[src/rtl/seg7_scan_driver_pkg.sv]
`default_nettype none
// ============================================================================
// Module      : seg7_scan_driver_pkg
// Description : Shared constants and types for the 4-digit 7-segment scan
//               driver: digit count, scan state encoding, blank segment code.
// Revision    : 1.0 - initial release
// ============================================================================
package seg7_scan_driver_pkg;

  localparam int NUM_DIGITS = 4;

  // Segment bus value with every segment and the decimal point dark.
  localparam logic [7:0] SEG_OFF = 8'h00;

  // Two-phase slot sequencer: guard blanking, then digit drive.
  typedef enum logic [0:0] {
    ST_BLANK = 1'b0,
    ST_DRIVE = 1'b1
  } scan_state_t;

endpackage : seg7_scan_driver_pkg
`default_nettype wire

[src/rtl/bin_to_7seg_decoder.sv]
`default_nettype none
// ============================================================================
// Module      : bin_to_7seg_decoder
// Description : Hex nibble to active-high 7-segment code, bit0=a .. bit6=g.
// Ports       : bin [3:0] in  - nibble to decode
//               seg [6:0] out - segment pattern {g,f,e,d,c,b,a}
// Revision    : 1.0 - initial release
// ============================================================================
module bin_to_7seg_decoder (
  input  logic [3:0] bin,
  output logic [6:0] seg
);

  always_comb begin
    seg = 7'h00;
    case (bin)
      4'h0: seg = 7'h3F;
      4'h1: seg = 7'h06;
      4'h2: seg = 7'h5B;
      4'h3: seg = 7'h4F;
      4'h4: seg = 7'h66;
      4'h5: seg = 7'h6D;
      4'h6: seg = 7'h7D;
      4'h7: seg = 7'h07;
      4'h8: seg = 7'h7F;
      4'h9: seg = 7'h6F;
      4'hA: seg = 7'h77;
      4'hB: seg = 7'h7C;
      4'hC: seg = 7'h39;
      4'hD: seg = 7'h5E;
      4'hE: seg = 7'h79;
      4'hF: seg = 7'h71;
      default: seg = 7'h00;
    endcase
  end

endmodule : bin_to_7seg_decoder
`default_nettype wire

[src/rtl/seg7_scan_driver_prescaler.sv]
`default_nettype none
// ============================================================================
// Module      : scan_prescaler
// Description : Phase counter for the scan sequencer. Counts 0..limit and
//               wraps to 0 after the terminal count; tc flags the last count.
// Ports       : clk, rstb (async active-low), ena (count enable)
//               limit [WIDTH-1:0] in  - last count value of the current phase
//               tc               out - count == limit
// Revision    : 1.0 - initial release
// ============================================================================
module scan_prescaler #(
  parameter int WIDTH = 2
) (
  input  logic             clk,
  input  logic             rstb,
  input  logic             ena,
  input  logic [WIDTH-1:0] limit,
  output logic             tc
);

  logic [WIDTH-1:0] count;

  assign tc = (count == limit);

  // Wrapping on tc doubles as the clear at every phase change, because the
  // phase only ever changes on the edge where tc is high.
  always_ff @(posedge clk or negedge rstb) begin
    if (!rstb) begin
      count <= '0;
    end else if (ena) begin
      if (tc) begin
        count <= '0;
      end else begin
        count <= count + WIDTH'(1);
      end
    end
  end

endmodule : scan_prescaler
`default_nettype wire

[src/rtl/seg7_scan_driver.sv]
`default_nettype none
// ============================================================================
// Module      : seg7_scan_driver
// Description : Time-multiplexed 4-digit 7-segment driver with guard
//               blanking between digits and optional leading-zero
//               suppression. All outputs are registered.
// Ports       : clk           in  - system clock
//               rstb          in  - asynchronous active-low reset
//               ena           in  - clock enable, low freezes everything
//               load          in  - strobe capturing data_in/dp_in
//               data_in[15:0] in  - value, nibble i -> digit i
//               dp_in[3:0]    in  - decimal point per digit
//               lz_en         in  - leading-zero suppression enable
//               seg_out[7:0]  out - {dp,g,f,e,d,c,b,a}, active high
//               digit_en[3:0] out - one-hot digit select, active high
// Revision    : 1.0 - initial release
// ============================================================================
module seg7_scan_driver
  import seg7_scan_driver_pkg::*;
#(
  parameter int SCAN_DIV     = 1000,
  parameter int BLANK_CYCLES = 4
) (
  input  logic        clk,
  input  logic        rstb,
  input  logic        ena,
  input  logic        load,
  input  logic [15:0] data_in,
  input  logic [3:0]  dp_in,
  input  logic        lz_en,
  output logic [7:0]  seg_out,
  output logic [3:0]  digit_en
);

  localparam int CNT_MAX = (SCAN_DIV > BLANK_CYCLES) ? SCAN_DIV : BLANK_CYCLES;
  localparam int CNT_W   = $clog2(CNT_MAX);
  localparam logic [CNT_W-1:0] DRIVE_LAST = CNT_W'(SCAN_DIV - 1);
  localparam logic [CNT_W-1:0] BLANK_LAST = CNT_W'(BLANK_CYCLES - 1);

  scan_state_t      state;
  scan_state_t      state_nxt;
  logic [15:0]      shadow;
  logic [3:0]       dp_sh;
  logic [1:0]       idx;
  logic [CNT_W-1:0] limit;
  logic             tc;
  logic [6:0]       hex_seg;
  logic [NUM_DIGITS-1:0] upper_zero;
  logic             suppress;
  logic [7:0]       seg_nxt;
  logic [3:0]       digit_nxt;

  // ---------------------------------------------------------------------------
  // Phase counter
  // ---------------------------------------------------------------------------
  assign limit = (state == ST_DRIVE) ? DRIVE_LAST : BLANK_LAST;

  scan_prescaler #(
    .WIDTH (CNT_W)
  ) u_prescaler (
    .clk   (clk),
    .rstb  (rstb),
    .ena   (ena),
    .limit (limit),
    .tc    (tc)
  );

  // ---------------------------------------------------------------------------
  // Shadow register and digit index
  // ---------------------------------------------------------------------------
  always_ff @(posedge clk or negedge rstb) begin
    if (!rstb) begin
      shadow <= 16'h0000;
      dp_sh  <= 4'b0000;
    end else if (ena && load) begin
      shadow <= data_in;
      dp_sh  <= dp_in;
    end
  end

  always_ff @(posedge clk or negedge rstb) begin
    if (!rstb) begin
      idx <= 2'd0;
    end else if (ena && (state == ST_DRIVE) && tc) begin
      idx <= idx + 2'd1;
    end
  end

  // ---------------------------------------------------------------------------
  // Digit decode and leading-zero detection
  // ---------------------------------------------------------------------------
  bin_to_7seg_decoder u_decoder (
    .bin (shadow[{idx, 2'b00} +: 4]),
    .seg (hex_seg)
  );

  // upper_zero[i]: nibbles i..3 are all zero.
  for (genvar i = 0; i < NUM_DIGITS; i++) begin : g_lz
    assign upper_zero[i] = ~|shadow[4*NUM_DIGITS-1 : 4*i];
  end

  // Digit 0 always shows, so a zero value still displays "0".
  assign suppress = lz_en && (idx != 2'd0) && upper_zero[idx];

  // ---------------------------------------------------------------------------
  // FSM: state register / next state / output
  // ---------------------------------------------------------------------------
  always_ff @(posedge clk or negedge rstb) begin
    if (!rstb) begin
      state <= ST_BLANK;
    end else if (ena) begin
      state <= state_nxt;
    end
  end

  always_comb begin
    state_nxt = state;
    case (state)
      ST_BLANK: if (tc) state_nxt = ST_DRIVE;
      ST_DRIVE: if (tc) state_nxt = ST_BLANK;
      default:  state_nxt = ST_BLANK;
    endcase
  end

  // Outputs only change at phase boundaries: loaded on BLANK->DRIVE, cleared
  // on DRIVE->BLANK, held otherwise. A load mid-DRIVE therefore cannot
  // disturb the digit being shown.
  always_comb begin
    seg_nxt   = seg_out;
    digit_nxt = digit_en;
    if (tc) begin
      if (state == ST_BLANK) begin
        if (suppress) begin
          seg_nxt   = SEG_OFF;
          digit_nxt = 4'b0000;
        end else begin
          seg_nxt   = {dp_sh[idx], hex_seg};
          digit_nxt = 4'b0001 << idx;
        end
      end else begin
        seg_nxt   = SEG_OFF;
        digit_nxt = 4'b0000;
      end
    end
  end

  always_ff @(posedge clk or negedge rstb) begin
    if (!rstb) begin
      seg_out  <= SEG_OFF;
      digit_en <= 4'b0000;
    end else if (ena) begin
      seg_out  <= seg_nxt;
      digit_en <= digit_nxt;
    end
  end

endmodule : seg7_scan_driver
`default_nettype wire

[config.mk]
export PLATFORM = sky130hd
export DESIGN_NAME = seg7_scan_driver
export DESIGN_NICKNAME = d
export VERILOG_FILES = /design/src/rtl/seg7_scan_driver_pkg.sv /design/src/rtl/bin_to_7seg_decoder.sv /design/src/rtl/seg7_scan_driver_prescaler.sv /design/src/rtl/seg7_scan_driver.sv
export SDC_FILE = /design/constraint.sdc
export NUM_CORES = 1
export LEC_CHECK = 0
export BUFFER_PORTS_ARGS = -buffer_cell sky130_fd_sc_hd__buf_2
export CAP_MARGIN = 20
export CORE_UTILIZATION = 51
export CTS_BUF_LIST = sky130_fd_sc_hd__clkbuf_16
export CTS_CLUSTER_DIAMETER = 150
export DETAILED_ROUTE_END_ITERATION = 10
export GPL_TIMING_DRIVEN = 0
export HOLD_SLACK_MARGIN = 0.05
export PLACE_DENSITY = 0.75
export SYNTH_ARGS = -nofsm -noshare
export SYNTH_HDL_FRONTEND = slang
export SYNTH_HIERARCHICAL = 1
export SYNTH_SLANG_ARGS = --single-unit
[constraint.sdc]
create_clock -name clk -period 2.3 [get_ports clk]
set_input_delay 0.115 -clock clk [delete_from_list [all_inputs] [get_ports clk]]
set_output_delay 0.115 -clock clk [all_outputs]
set_load 0.1 [all_outputs]
==> flow_metrics.py <==
metrics = {
    "status": {
        "outcome": "finished, final reports clean",
    },
    "floorplanning": {
        "start_util_pct": 53.19,
        "die-area_mm2": 0.005211,
        "die_y_um": 72.19,
        "core-area_mm2": 0.004723,
        "ios": 37,
        "rows": 25,
        "dieWidth_um": 72.19,
    },
    "final_layout": {
        "antennaDiodeCount": 0,
        "seq_area_mm2": 0.001127,
        "fin_nets": 291,
        "fillers": 362,
        "drive_above_1_share_pct": 37.80,
        "final_area_mm2": 0.003065,
        "multi_input_comb_area_mm2": 0.001294,
        "fin_cells": 321,
        "area_growth_pct": 22.01,
        "layout_common_cells": "dfrtp_1, buf_2, mux2_2",
        "layout_commonest_cell": "dfrtp_1",
    },
    "placed_design": {
        "post_dp_cell_area_mm2": 0.002784,
        "place_ws_ns": -0.1812,
        "gp_routability_congestion": 0.8496,
        "dp_cells": 306,
        "port_buffers": 36,
        "dp_hpwl_um": 3338,
    },
    "critical_path": {
        "r2r-start": "idx[0]",
        "ff2ff_setup_slack_ns": 0.06,
        "crit_start": "idx[0]",
        "regToRegEndpoint": "seg_out[3]",
        "crit_fanout": 6,
        "slowest_stage": "mux4_2",
        "cpMostUsedCell": "mux4_2",
        "end_kind": "register",
        "cp_data_required_time_ns": 2.48,
        "r2r_cells": 6,
        "critPathLaunchType": "register",
        "cp_slowest_stage_delay_ns": 0.59,
        "critPathKind": "register to register",
        "crit_chain": "buf_6 > mux4_2 > inv_4 > ha_4 > mux4_2 > a22o_1",
        "arrival_ns": 2.41,
    },
    "yosys": {
        "synthAdderAreaFrac_pct": 6.474,
        "postSynthCellCount": 201,
        "synth_simple_gate_area_share_pct": 8.616,
        "synth_compound_area_share_pct": 10.31,
        "synth_xor_area_share_pct": 6.624,
        "synth.distinct_cells": 42,
        "synth_area_per_cell_um2": 12.50,
        "synthesis.area_mm2": 0.002512,
        "synth_top_family_by_area": "multiplexers",
        "async_flop_share_pct": 100.0,
        "synth_enable_flop_cells": 0,
        "synth.mux.area_fraction_pct": 17.68,
        "ys_warn_count": 6,
        "ys.flop_type": "dfrtp_1",
        "synth_seq_cells": 45,
        "synth_seq_area_share_pct": 44.82,
    },
    "min_path": {
        "hold_start": "data_in[14]",
        "min_path_type": "primary input to register",
        "holdPathEnd": "shadow[14]",
        "hold_depth": 2,
    },
    "clock_tree": {
        "cts_tree": "built",
        "clockBufferDepth": 2,
        "clk_root_buffer_cell": "clkbuf_16",
        "cts_buffers": 5,
        "h-tree-depth": 2,
        "clock-sinks": 45,
        "cts.clk_slew.worst_paths_ns": 0.07,
        "clk_latency_ns": 0.29,
    },
    "global_route": {
        "grt_pass1_vias": 1665,
        "overflow": 0,
        "antenna_found_initial": 0,
        "grt_pass1_wl_um": 8121,
        "grt_max_degree": 46,
        "use_met1_pct": 29.54,
        "grt_use_met3_pct": 5.694,
        "grt_use_met2_pct": 29.91,
        "grt_use_total_pct": 20.84,
        "busiest_layer": "met2",
    },
    "sta": {
        "layout_setup_ws_ns": 0.06249,
        "finClkSkew_ns": 0.006363,
        "grt_setup_unrepaired": "false",
        "hold_violations": 0,
        "setup_viol": 0,
        "finalCriticalPeriod_ns": 2.238,
        "slew-limit-headroom_pct": 36.66,
        "period_share_pct": 97.28,
        "max_clock_freq_ghz": 0.4469,
        "worst_pin_slew_ns": 0.9501,
        "slew_viol_final": 0,
    },
    "routing": {
        "dr.pass1.iters": 4,
        "vias": 1745,
        "avgViaCountPerCell": 5.436,
        "avgRoutedWirePerCell_um": 14.85,
        "ant_nets": 0,
        "finalWirelength_um": 4767,
        "drc_errors": 0,
        "drt_iter0_markers": 142,
    },
    "power_and_ir_drop": {
        "p_per_area_mw_per_mm2": 1162,
        "worst_ir_drop_vdd_v": 0.0007932,
        "p_leak_nw": 1.413,
    },
    "job": {
        "maxCapViolations": 0,
    },
}
[where the power goes]
part | switching (mW) | internal, mW | leakage, nW | total (mW)
Clock | 0.301 | 0.620 | 0.0938 | 0.921
Combinational | 0.931 | 0.543 | 0.755 | 1.47
Sequential | 0.191 | 0.976 | 0.564 | 1.17
[worst max-delay path: cells and delay by family (launching register included)]
| kind | cells | cell delay, ns |
|---|---|---|
| buffers and inverters | 2 | 0.28 |
| AOI/OAI and AO/OA | 1 | 0.20 |
| DFF | 1 | 0.39 |
| adders and majority gates | 1 | 0.21 |
| muxes | 2 | 1.04 |
[area by class of cell]
type,instances,area share [%]
clock buffer,5,4.082
inverter,13,1.755
buffer,10,2.571
clock inverter,3,2.122
timing repair buffer,43,7.755
tap,67,2.735
multi-input combinational,135,42.20
sequential,45,36.78
[worst max path at each step]
stage / end / slack, ns / depth (start not counted)
final: seg_out[3] / 0.06 / 6
after global routing: seg_out[6] / 0.002 / 7
after CTS: seg_out[3] / 0.02 / 6
after detailed placement: seg_out[3] / -0.18 / 7
after global placement: seg_out[6] / -0.16 / 7
after floorplan: seg_out[3] / 0.03 / 7
[registers in the layout, indices dropped and copies added, names as in the netlist]
name,cells
shadow,16
u_prescaler/count,10
seg_out,8
digit_en,4
dp_sh,4
idx,2
state,1
[logic make-up (layout without fill, tap and decap cells)]
kind of cell / count (synthesis) / count (layout)
flip-flops: 45 / 45
AO/OA/AOI/OAI: 34 / 34
AND/OR/NAND/NOR: 33 / 33
multiplexers: 32 / 32
buffers and inverters: 23 / 74
XOR/XNOR: 19 / 19
adder cells (fa/ha/maj): 13 / 13
other: 2 / 4
[metrics by stage]
| stage | setup TNS (ns) | total power [mW] | hold WS (ns) | util, % |
|---|---|---|---|---|
| final | 0 | 3.562 | 0.05666 | 64.90 |
| after global routing | 0 | 3.744 | 0.05221 | 64.90 |
| after CTS | 0 | 3.517 | 0.05011 | 63.60 |
| after detailed placement | -1.642 | 2.567 | 0.3360 | 58.94 |
| after global placement | -1.572 | 2.535 | 0.3325 | 58.94 |
| after floorplan | 0 | 2.299 | -0.1806 | - |
[synth_stat cells (all sizes together), types with 2 or more instances]
master / number / area [µm²]
a21oi: 8 / 40.04
a22o: 11 / 96.34
a22oi: 2 / 15.01
and3: 2 / 12.51
buf: 6 / 63.81
clkbuf: 4 / 15.01
conb: 2 / 7.510
dfrtp: 45 / 1126
ha: 13 / 162.7
inv: 13 / 51.30
mux2: 24 / 270.3
mux2i: 2 / 20.02
mux4: 6 / 153.9
nand2: 7 / 26.28
nand2b: 2 / 12.51
nand3: 2 / 10.01
nand4: 5 / 50.05
nor2: 6 / 22.52
nor2b: 2 / 12.51
nor3: 3 / 26.28
nor4: 2 / 27.53
o21ai: 4 / 20.02
xnor2: 16 / 140.1
xor2: 3 / 26.28
[routing by layer]
layer  vias up  part of all wire, %
li1        836                    -
met1       831                   48
met2        69                   45
met3         9                  4.9
met4         0                  2.1
met5         -                    0
[timing repair]
| item | in CTS | in global routing |
|---|---|---|
| gates resized for setup | 5 | 6 |
| setup endpoints to repair | 13 | 11 |
| hold buffers | 2 | 0 |
| endpoints found under the hold margin | 46 | 0 |
| setup buffers | 2 | 3 |
| pin swaps | 1 | 0 |
| cloned | 0 | 0 |
Power figures use the tool's default switching activity.
